### src/rtl/uart_rx.sv
// uart_rx: 8N1 UART receiver with 2-flop synchronizer, valid/ready holding register, framing and overrun flags
module uart_rx #(
    parameter int CLKS_PER_BIT = 5208
) (
    input  logic       clk,
    input  logic       rst_n,
    input  logic       rx,
    output logic [7:0] rx_data,
    output logic       rx_valid,
    input  logic       rx_ready,
    output logic       frame_err,
    output logic       overrun,
    output logic       busy
);
    localparam int HALF_BIT = CLKS_PER_BIT / 2;
    localparam logic [15:0] HALF_END = 16'(HALF_BIT - 1);
    localparam logic [15:0] BIT_END = 16'(CLKS_PER_BIT - 1);

    typedef enum logic [2:0] {IDLE, START, DATA, STOP, WAIT_IDLE} state_t;

    state_t      state, state_n;
    logic        rx_m, rx_s;
    logic [15:0] cnt;
    logic [2:0]  bit_cnt;
    logic [7:0]  shift;
    logic        sample;
    logic        stop_ok;
    logic        load;

    assign busy    = state != IDLE;
    assign stop_ok = state == STOP && sample && rx_s;
    assign load    = stop_ok && (!rx_valid || rx_ready);

    // Bring the asynchronous line into the clock domain; idles high
    always_ff @(posedge clk or negedge rst_n)
        if (!rst_n) {rx_m, rx_s} <= 2'b11;
        else        {rx_m, rx_s} <= {rx, rx_m};

    // State register
    always_ff @(posedge clk or negedge rst_n)
        if (!rst_n) state <= IDLE;
        else        state <= state_n;

    // Next state; sample marks the single clock on which rx_s is looked at
    always_comb begin
        state_n = state;
        sample  = 1'b0;
        case (state)
            IDLE:      state_n = rx_s ? IDLE : START;
            START: if (cnt == HALF_END) begin
                sample  = 1'b1;
                state_n = rx_s ? IDLE : DATA;
            end
            DATA: if (cnt == BIT_END) begin
                sample  = 1'b1;
                state_n = bit_cnt == 3'd7 ? STOP : DATA;
            end
            STOP: if (cnt == BIT_END) begin
                sample  = 1'b1;
                state_n = rx_s ? IDLE : WAIT_IDLE;
            end
            WAIT_IDLE: state_n = rx_s ? IDLE : WAIT_IDLE;
            default:   state_n = IDLE;
        endcase
    end

    // Clock and bit counters plus LSB-first shift register
    always_ff @(posedge clk or negedge rst_n)
        if (!rst_n) begin
            cnt     <= '0;
            bit_cnt <= '0;
            shift   <= '0;
        end else begin
            cnt     <= (sample || state_n != state || state == IDLE || state == WAIT_IDLE) ? '0 : cnt + 16'd1;
            bit_cnt <= state == START ? 3'd0 : (state == DATA && sample) ? bit_cnt + 3'd1 : bit_cnt;
            shift   <= (state == DATA && sample) ? {rx_s, shift[7:1]} : shift;
        end

    // Holding register handshake and single-cycle error pulses
    always_ff @(posedge clk or negedge rst_n)
        if (!rst_n) begin
            rx_data   <= '0;
            rx_valid  <= 1'b0;
            frame_err <= 1'b0;
            overrun   <= 1'b0;
        end else begin
            rx_data   <= load ? shift : rx_data;
            rx_valid  <= load ? 1'b1 : (rx_valid && rx_ready) ? 1'b0 : rx_valid;
            frame_err <= state == STOP && sample && !rx_s;
            overrun   <= stop_ok && rx_valid && !rx_ready;
        end
endmodule

### config.mk
export PLATFORM = sky130hd
export DESIGN_NAME = uart_rx
export DESIGN_NICKNAME = d
export VERILOG_FILES = /design/src/rtl/uart_rx.sv
export SDC_FILE = /design/constraint.sdc
export NUM_CORES = 1
export LEC_CHECK = 0
export CAP_MARGIN = 40
export CORE_AREA = 2 2 61 63
export CTS_CLUSTER_DIAMETER = 60
export DETAILED_ROUTE_END_ITERATION = 8
export DIE_AREA = 0 0 63 65
export HOLD_SLACK_MARGIN = 0.02
export PLACE_DENSITY = 0.81
export SLEW_MARGIN = 20
export SYNTH_ARGS = -nofsm -noshare
export SYNTH_HDL_FRONTEND = slang
export SYNTH_SLANG_ARGS = --single-unit
export TNS_END_PERCENT = 5
### constraint.sdc
create_clock -name clk -period 3.3 [get_ports clk]
set_input_delay 0.66 -clock clk [delete_from_list [all_inputs] [get_ports clk]]
set_output_delay 0.66 -clock clk [all_outputs]
set_load 0.01 [all_outputs]
After elaboration in Yosys (flattened, before gate mapping) --
Cells that the tools add are included.
Storage, ports and cells: register bits after elaboration 43, input bits 4, output and inout port bits 12, logic and storage cells 56
Cells by class: add/subtract/negate cells 2, equality and inequality tests 8, mux-type cells 16, reduce and logical (&&, ||, !) cells 20
Operators with widths (count):
- 3-bit 2-to-1 mux | 6
- 16-bit by 1-bit adder with 16-bit output, second input constant | 1
- 16-bit by 12-bit == test with 1-bit output, second input constant | 1
- 16-bit by 13-bit == test with 1-bit output, second input constant | 1
- 16-bit 2-to-1 mux | 1
- 3-bit case mux with 5 select lines | 1
- 1-bit logical AND | 8
- 3-bit by 2-bit == test with 1-bit output, second input constant | 2
- 3-bit == test, second input constant | 2
- 1-bit 2-to-1 mux | 6
- 1-bit logical OR | 4
- 2-bit nonzero test | 2
- 3-bit by 1-bit adder with 3-bit output, second input constant | 1
- 3-bit by 1-bit == test with 1-bit output, second input constant | 1
- 1-bit zero test | 3
- 3-bit zero test | 1
- 3-bit inequality test | 1
- 3-bit nonzero test | 1
- 2-bit 2-to-1 mux | 1
- 1-bit case mux with 2 select lines | 1
- 2-bit OR reduction | 1

Depth between registers and ports, before layout --
Gate-level depths: netlist of the first run.
depth in word-level cells 9, gate-level depth with buffers 7, gate-level depth less buffers 5

Least setup slack after synthesis of the first run --
No wires, ideal clock.
path kind reg2reg, start point reg cnt[0], end point reg rx_data[0], setup time 125 ps, data arrival time 1788 ps, required time 3175 ps, slack 1387 ps, stages on the path, launching flop included 6, path buffers 0, period minus slack after synthesis 1913 ps, path through dfrtp_1 ha_1 and4bb_1 nand4_2 nor4b_4 mux2_2
Between the ends: longest elaborated chain between the ends 6, elaborated cells on any way between the ends 8
Ends and longest elaborated chain:
- start: declaration | line 23 | logic [15:0] cnt;
- start signal: assignment | line 74 | cnt <= (sample || state_n != state || state == IDLE || state == WAIT_IDLE) ? '0 : cnt + 16'd1;
- 16-bit by 13-bit == test with 1-bit output / 16-bit by 12-bit == test with 1-bit output (equally long branches) | line 54, 58, 50
- 1-bit 2-to-1 mux, on equally long branches | line 54, 58, 50
- 1-bit case mux with 2 select lines (*) | line 48 | case (state)
- 1-bit logical AND (*) (2 in a row) | line 31 | assign stop_ok = state == STOP && sample && rx_s;
- 1-bit logical AND (*) | line 32 | assign load = stop_ok && (!rx_valid || rx_ready);
- end signal: assignment | line 87 | rx_data <= load ? shift : rx_data;
- end: declaration | line 8 | output logic [7:0] rx_data,
Mark *: on every way between the ends. The rest lies on a longest branch, timed or not. A chain may end at the register's enable or synchronous reset.

Worst setup path in the final report of the first run --
start point reg state[1], end point out busy
Between the ends: longest elaborated chain between the ends 1
Ends and longest elaborated chain:
- start: declaration | line 21 | state_t state, state_n;
- start signal: assignment | line 42 | else state <= state_n;
- 3-bit nonzero test | line 30 | assign busy = state != IDLE;
- end: declaration | line 13 | output logic busy
No other way between the ends.

==> metrics.cfg, run 1 <==
[synthesis]
synth_flop_cell = dfrtp_1
syn_inst = 174
synth_area_per_cell_um2 = 11.75
yosys_warnings = 0
synth_edf_count = 0
synthDistinctLibCells = 42
ys_seq_elements = 43
syn_area_um2 = 2044
synthArstFlopShare_pct = 100.0
ys_seq_area_share_pct = 52.75
synth_fp_nets = 181

[finish]
fin_cells = 239
utilization_pct = 66.75
nets = 197
nFillCells = 286
multi_input_area_um2 = 877.1
antennaDiodeCount = 0
drive_gt1_share_pct = 18.85
area_delta_synth_final_pct = 14.14
seq_area_um2 = 1079

[timing]
setup_viol = 0
setup_slack_ns = 0.9013
rsz0062_at_grt = no
slew_headroom_pct = 59.25
clock_skew_ns = 0.01482
timing.fmax_ghz = 0.4169
drv_slew = 0
fin_setup_tns_ns = 0
min_period_over_period_pct = 72.69
worstMarginPinSlew_ns = 0.6087
finalHoldViolations = 0
fin_crit_ns = 2.399

[placed_design]
gp_congestion = 0.8900
io_buffers = 15
pre_cts_ws_ns = 0.9663
placedCellCount = 230
dp_hpwl_um = 2589

[setup_path]
critPathMaxFanout = 9
r2r-end = rx_data[1]
cp_slowest_stage_delay_ns = 0.51
critical_path_class = reg -> out
r2r_start = cnt[0]
path_cells = or3_1, clkdlybuf4s50_1
r2r_slack_ns = 1.08
worstPathArrival_ns = 1.74
worstSetupEndpointType = primary output
required_ns = 2.64
cp_slowest_cell = dfrtp_1
cp_top_family = flip-flops
worst-r2r-cell-count = 5
worst-path-buf-inv = 1
start_kind = flip-flop

[clock_network]
clk_latency_ns = 0.36
ctsResizeCount = 0
cts_buffers = 5
cts_tree = built
cts_hold_buf = 0
clk_pin_slew_ns = 0.13
cts_setup_buffers = 0
htreeDepth = 2
cts.sinks = 43
cts_max_path_buffers = 2
cts-root-buf = clkbuf_4

[routing]
drcViolationCount = 0
wl_um = 3634
initialDrtViolationCount = 41
vias = 1372
first_pass_iters = 4
wl_per_cell_um = 15.21
viasPerCell = 5.741
ant_nets = 0

[grt]
grt_pass1_wl_um = 6534
grt_overflow_total = 0
grt_max_degree = 27
antenna_found_initial = 0
grt_pass1_vias = 1448
track_usage_pct = 20.68

[die]
die_area_um2 = 4095
die_h_um = 65
die_w_um = 63
rows = 22
ioPinCount = 16
core_area_um2 = 3496
initial_core_util_pct = 58.48

[power_and_ir_drop]
irDropWorstVdd_mv = 0.2190
leakagePower_nw = 1.044
p_total_mw = 0.9531
power_density_nw_per_um2 = 408.4

[run]
max_cap_violations = 0

[worst_hold_path]
hp-class = in -> async

[outcome]
status = finished, final reports clean

## how the worst max path moves through the flow
stage | end | start | cells past startpoint
4_1_cts | busy | state[1] | 2
6_report | busy | state[1] | 2
2_1_floorplan | rx_data[0] | cnt[0] | 5
3_5_place_dp | rx_data[1] | rx_ready | 4
3_3_place_gp | rx_data[2] | rx_ready | 4
5_1_grt | busy | state[1] | 2
## final cells by class
type	count	area share, %
multi-input cells	116	37.59
repair buffers	17	7.989
well taps	48	2.574
clock buffers	5	1.609
clock inverters	3	2.895
flip-flops and latches	43	46.22
inverters	7	1.126
## cell usage in the layout, fill, tap and decap left out, types with 3 or more instances in the layout
| master | instances |
|---|---|
| a211oi_1 | 5 |
| clkbuf_4 | 5 |
| clkdlybuf4s50_1 | 14 |
| dfrtp_1 | 41 |
| ha_1 | 3 |
| inv_1 | 7 |
| mux2_2 | 16 |
| nand2_1 | 10 |
| nand3_1 | 10 |
| nand4_1 | 3 |
| nor2_1 | 4 |
| nor3_1 | 13 |
| nor4_1 | 4 |
| o21ai_0 | 5 |
| o31ai_1 | 3 |
| or2_1 | 3 |
| or3_1 | 3 |
| or4_1 | 3 |
| xnor2_1 | 5 |
| xor2_1 | 5 |
## cells in the mapped netlist, drive strengths merged (4+ instances only)
cell type,n,area share (%)
nand2,10,1.8
nor2,4,0.73
or3,4,1.5
nand3,10,2.4
nor3,13,3.2
inv,7,1.3
mux2,16,8.8
xor2,5,2.1
a211oi,5,1.8
xnor2,5,2.1
o21ai,5,1.2
nand4,4,1.5
nor4,5,2.3
dfrtp,41,50
buf,7,2.9
## registers in the layout (all words and copies together) (netlist names)
signal     cells
frame_err      1
rx_valid       1
rx_s           1
overrun        1
cnt           16
bit_cnt        3
rx_m           1
shift          8
rx_data        8
state          3
## power by group
part,total (mW),internal (mW),switching [mW]
Combinational,0.0172,0.00606,0.0111
Clock,0.406,0.235,0.170
Sequential,0.530,0.529,0.00123
Total,0.953,0.771,0.182
## through the flow
stage,instance area (um2),hold slack (ns)
2_1_floorplan,2044,0.3452
3_3_place_gp,2187,0.3466
3_5_place_dp,2215,0.3504
4_1_cts,2320,0.2212
5_1_grt,2333,0.2239
6_report,2333,0.2185
## cell families (layout without fill, tap and decap cells)
| logic type | count (synthesis) | in the layout | share of synthesized area [%] |
|---|---|---|---|
| XOR/XNOR | 10 | 10 | 4.284 |
| AND/OR/NAND/NOR | 66 | 66 | 20.69 |
| buffers and inverters | 15 | 32 | 4.345 |
| AO/OA/AOI/OAI | 19 | 19 | 6.304 |
| adder cells (fa/ha/maj) | 3 | 3 | 1.836 |
| flip-flops | 43 | 43 | 52.75 |
| multiplexers | 18 | 18 | 9.792 |
## per-layer routing
layer / track usage [%] / routed length, um / vias up
met5: 0 / 0 / -
met4: 8.056 / 44 / 0
met3: 4.514 / 93 / 7
met2: 37.23 / 1954 / 13
met1: 24.04 / 1542 / 684
li1: - / - / 668
Power figures use the tool's default switching activity.
==> run 2, diff against run 1 <==
--- a/config.mk
+++ b/config.mk
@@ -6,12 +6,12 @@
 export NUM_CORES = 1
 export LEC_CHECK = 0
 export CAP_MARGIN = 40
-export CORE_AREA = 2 2 61 63
+export CORE_AREA = 2 2 67 69
 export CTS_CLUSTER_DIAMETER = 60
 export DETAILED_ROUTE_END_ITERATION = 8
-export DIE_AREA = 0 0 63 65
+export DIE_AREA = 0 0 69 71
 export HOLD_SLACK_MARGIN = 0.02
-export PLACE_DENSITY = 0.81
+export PLACE_DENSITY = 0.72
 export SLEW_MARGIN = 20
 export SYNTH_ARGS = -nofsm -noshare
 export SYNTH_HDL_FRONTEND = slang
==> constraint.sdc (replaced) <==
create_clock -name clk -period 2.1 [get_ports clk]
set_input_delay 0.42 -clock clk [delete_from_list [all_inputs] [get_ports clk]]
set_output_delay 0.42 -clock clk [all_outputs]
set_load 0.01 [all_outputs]
==> metrics.cfg, run 2 (synthesis results as in run 1) <==
[routing]
vias = 1388
ant_nets = 0
wl_um = 3631
viasPerCell = 5.619
drcViolationCount = 0
wl_per_cell_um = 14.70
first_pass_iters = 4
initialDrtViolationCount = 42

[grt]
grt_max_degree = 44
track_usage_pct = 16.67
antenna_found_initial = 0
grt_pass1_wl_um = 6596
grt_overflow_total = 0
grt_pass1_vias = 1447

[setup_path]
required_ns = 1.68
cp_top_family = buffers and inverters
critPathMaxFanout = 5
critical_path_class = reg -> out
cp_slowest_cell = clkdlybuf4s50_1
worstSetupEndpointType = primary output
path_cells = or3_1, clkdlybuf4s50_1
worstPathArrival_ns = 1.56
worst-path-buf-inv = 1
start_kind = flip-flop
cp_slowest_stage_delay_ns = 0.48

[timing]
fin_crit_ns = 1.981
finalHoldViolations = 0
min_period_over_period_pct = 94.35
worstMarginPinSlew_ns = 0.5022
fin_setup_tns_ns = 0
timing.fmax_ghz = 0.5047
rsz0062_at_grt = no
setup_viol = 0
clock_skew_ns = 0.007141
drv_slew = 0
slew_headroom_pct = 66.52

[finish]
largestRegisters = cnt: 16 flops, rx_data: 8 flops, shift: 8 flops
nets = 201
final_common_cell = dfrtp_1
top_register = cnt
final_cell_mix = dfrtp_1, mux2_2, clkdlybuf4s50_1
drive_gt1_share_pct = 21.03
nFillCells = 374
area_delta_synth_final_pct = 16.46
utilization_pct = 56.64
largest_reg_flops = 16
antennaDiodeCount = 0
fin_cells = 247

[placed_design]
gp_congestion = 0.8168
io_buffers = 15
placedCellCount = 239
dp_hpwl_um = 2639

[power_and_ir_drop]
irDropWorstVdd_mv = 0.3096
leakagePower_nw = 1.067
p_total_mw = 1.504
power_density_nw_per_um2 = 631.5

[die]
rows = 24
ioPinCount = 16
initial_core_util_pct = 48.63
die_h_um = 71
die_w_um = 69
die_area_um2 = 4899
core_area_um2 = 4204

[clock_network]
cts_tree = built
cts_max_path_buffers = 2
clk_pin_slew_ns = 0.09
cts.sinks = 43
clk_latency_ns = 0.30
htreeDepth = 2
cts_buffers = 5
cts-root-buf = clkbuf_8
cts_setup_buffers = 0

[worst_hold_path]
hp-class = in -> async

[outcome]
status = finished, final reports clean

[run]
max_cap_violations = 0

run 2: changes by cell type in the layout (fill, tap and decap cells not counted), moves of 2 or more:
cell / delta
clkbuf_8: +4
buf_12: +2
buf_4: +4
clkbuf_4: -5
run 2: routing by layer:
layer,routed length [um],vias up,track usage [%]
met5,0,-,0
li1,-,677,-
met1,1609,680,20.50
met2,1855,24,28.53
met4,60,0,6.318
met3,106,7,4.131
run 2: metrics by stage:
stage	hold WS (ns)	setup slack, ns	cell area [um2]
finish	0.07570	0.1186	2381
global route	0.07938	0.01279	2381
CTS	0.08125	0.09442	2379
detailed placement	0.3500	0.1180	2262
global placement	0.3462	0.1822	2262
floorplan	0.1244	0.1874	2044
run 2: layout make-up:
type                    instances  area [um2]  area share [%]
clock buffers                   5       68.82           2.890
well taps                      52       65.06           2.733
multi-input cells             116       879.6           36.94
flip-flops and latches         43        1079           45.30
repair buffers                 21       215.2           9.038
clock inverters                 3       47.55           1.997
inverters                       7       26.28           1.104
run 2: path summary, 6_finish.rpt:
check                      cells past startpoint  startpoint  slack [ns]          to
max reg2reg                                    6      cnt[0]        0.12  rx_data[0]
min reg2reg                                    0        rx_m        0.36        rx_s
min in group clk                               0        rx_m        0.36        rx_s
max in group asynchronous                      2       rst_n        1.75        rx_m
max                                            2    state[1]        0.12        busy
min                                            2       rst_n        0.08    shift[2]
run 2: timing repair:
item | CTS | global route
endpoints found under the setup margin | 0 | 2
hold buffers | 0 | 0
endpoints found under the hold margin | 0 | 0
gates resized for setup | 0 | 1
run 2: power breakdown:
group	internal (mW)	total, mW	switching [mW]
Sequential	0.831	0.833	0.00206
Clock	0.360	0.646	0.286
Combinational	0.00823	0.0252	0.0169
Total	1.20	1.50	0.305
run 2: worst reg2reg max path: stages (launching register included):
cell and delay, ns:
dfrtp_1 0.40, ha_2 0.22, and4bb_1 0.25, nand4_2 0.17
nor4b_4 0.28, buf_4 0.21, mux2_2 0.34
==> run 3, diff against run 2 <==
==> config.mk (replaced) <==
export PLATFORM = sky130hd
export DESIGN_NAME = uart_rx
export DESIGN_NICKNAME = d
export VERILOG_FILES = /design/src/rtl/uart_rx.sv
export SDC_FILE = /design/constraint.sdc
export NUM_CORES = 1
export LEC_CHECK = 0
export ABC_AREA = 1
export CAP_MARGIN = 40
export CORE_AREA = 2 2 69 71
export CTS_CLUSTER_DIAMETER = 60
export CTS_CLUSTER_SIZE = 25
export DETAILED_ROUTE_END_ITERATION = 8
export DIE_AREA = 0 0 71 73
export HOLD_SLACK_MARGIN = 0.02
export PLACE_DENSITY = 0.73
export SYNTH_ARGS = -nofsm -noshare
export SYNTH_HDL_FRONTEND = slang
export SYNTH_SLANG_ARGS = --single-unit
export TNS_END_PERCENT = 5
==> metrics.cfg, run 3 <==
[clock_network]
cts_hold_buf = 0
cts_setup_buffers = 0
ctsResizeCount = 0
htreeDepth = 2
cts_max_path_buffers = 2
cts.sinks = 43
cts_tree = built
cts_buffers = 5
clk_pin_slew_ns = 0.08
cts-root-buf = clkbuf_8
clk_latency_ns = 0.30

[setup_path]
path_cells = nor2_1, nand2_1, clkdlybuf4s50_1
start_kind = flip-flop
required_ns = 1.68
worst-path-buf-inv = 1
cp_slowest_stage_delay_ns = 0.49
critical_path_class = reg -> out
critPathMaxFanout = 4
worstPathArrival_ns = 1.50
cp_top_family = buffers and inverters
cp_slowest_cell = clkdlybuf4s50_1
worstSetupEndpointType = primary output

[finish]
final_cell_mix = nand2_1, nor2_1, dfrtp_1
final_common_cell = nand2_1
largest_reg_flops = 16
nets = 311
utilization_pct = 56.77
largestRegisters = cnt: 16 flops, rx_data: 8 flops, shift: 8 flops
area_delta_synth_final_pct = 15.04
antennaDiodeCount = 0
drive_gt1_share_pct = 12.79
top_register = cnt
nFillCells = 405
design_area_um2 = 2575
fin_cells = 359

[die]
die_area_um2 = 5183
die_w_um = 71
initial_core_util_pct = 49.35
rows = 25
core_area_um2 = 4536
ioPinCount = 16
die_h_um = 73

[grt]
track_usage_pct = 19.47
grt_pass1_vias = 1726
antenna_found_initial = 0
grt_pass1_wl_um = 7900
grt_max_degree = 34
grt_overflow_total = 0

[synthesis]
netlist.top_cell.by_area = dfrtp_1
synth-xor-area-share_pct = 3.913
synth_area_leaders = dfrtp_1, nand2_1, nor2_1
synth-simple-area-share_pct = 37.17
syn_area_um2 = 2238
synthTopCellsByCount = nand2_1, nor2_1, dfrtp_1
synth-adder-area-share_pct = 1.677
synth_flop_cell = dfrtp_1
yosys_warnings = 0
yosysTopAreaCellShare_pct = 45.84
synth_fp_nets = 289
ys_seq_elements = 43
synthMuxAreaShare_pct = 0
synth_top_family_by_area = simple AND/OR/NAND/NOR gates
ys_seq_area_share_pct = 48.18
synth_edf_count = 0
synth_area_per_cell_um2 = 7.938
synthDistinctLibCells = 28
synthArstFlopShare_pct = 100.0
yosysMostFrequentCell = nand2_1
synth_compound_area_share_pct = 2.515
syn_inst = 282

[routing]
first_pass_iters = 4
wl_um = 4585
ant_nets = 0
vias = 1875
wl_per_cell_um = 12.77
initialDrtViolationCount = 187
viasPerCell = 5.223
drcViolationCount = 0

[timing]
finalHoldViolations = 0
worstMarginPinSlew_ns = 0.7457
timing.fmax_ghz = 0.5211
fin_crit_ns = 1.919
slew_headroom_pct = 50.14
rsz0062_at_grt = no
clock_skew_ns = 0.01154
fin_setup_tns_ns = 0
min_period_over_period_pct = 91.38
timing.hold.ws_ns = 0.1769
drv_slew = 0
setup_viol = 0

[placed_design]
gp_congestion = 0.8804
dp_hpwl_um = 3261
placedCellCount = 351
placed_cell_area_um2 = 2462
io_buffers = 15

[power_and_ir_drop]
power_density_nw_per_um2 = 583.1
irDropWorstVdd_mv = 0.4953
leakagePower_nw = 1.247

[run]
max_cap_violations = 0

[worst_hold_path]
hp-class = in -> async

[outcome]
status = finished, final reports clean

[run 3: worst register-to-register path, delay by kind of cell (launching register included)]
kind	cells	cell delay, ns
adders and majority gates	1	0.25
buffers and inverters	2	0.39
DFF	1	0.38
and+or+nand+nor	6	0.78
[run 3: final cells by class]
type / instances / area (um2) / area share [%]
sequential: 43 / 1079 / 41.89
multi-input combinational: 204 / 1013 / 39.36
clock buffer: 5 / 68.82 / 2.672
inverter: 28 / 105.1 / 4.082
tap: 54 / 67.56 / 2.624
clock inverter: 3 / 43.79 / 1.701
timing repair buffer: 22 / 197.7 / 7.677
[run 3: logic make-up after synthesis]
group | Yosys count
compound gates | 9
xor+xnor | 10
fa+ha+maj | 3
buf+inv | 35
flops | 43
simple gates | 182
[run 3: per-stage QoR]
stage	total power, mW	worst slack [ns]
after CTS	1.522	0.1777
final	1.502	0.1810
after global placement	0.8769	0.3171
after global routing	1.560	0.02471
after floorplan	0.8521	0.6057
after detailed placement	0.8779	0.2697
[run 3: worst paths after layout]
check	cells past startpoint	to	from	slack [ns]
worst max-delay path	3	busy	state[1]	0.18
worst min-delay path	1	cnt[7]	rst_n	0.18
worst max register to register	9	shift[5]	cnt[0]	0.25
worst min register to register	0	rx_s	rx_m	0.35
max in group asynchronous	2	shift[5]	rst_n	1.34
min in group clk	0	rx_s	rx_m	0.35
[run 3: where the power goes]
part	internal, mW	leakage, nW	switching [mW]
Combinational	0.00680	0.610	0.0177
Sequential	0.831	0.579	0.00479
Clock	0.354	0.0581	0.287
Total	1.19	1.25	0.310
[run 3: routing by layer]
layer  vias up  GRT usage, %  wire length, um
met5         -             0                0
met4         0         7.966               65
met3         6         3.729              209
met2        50         28.87             2021
met1       883         28.19             2289
li1        936             -                -
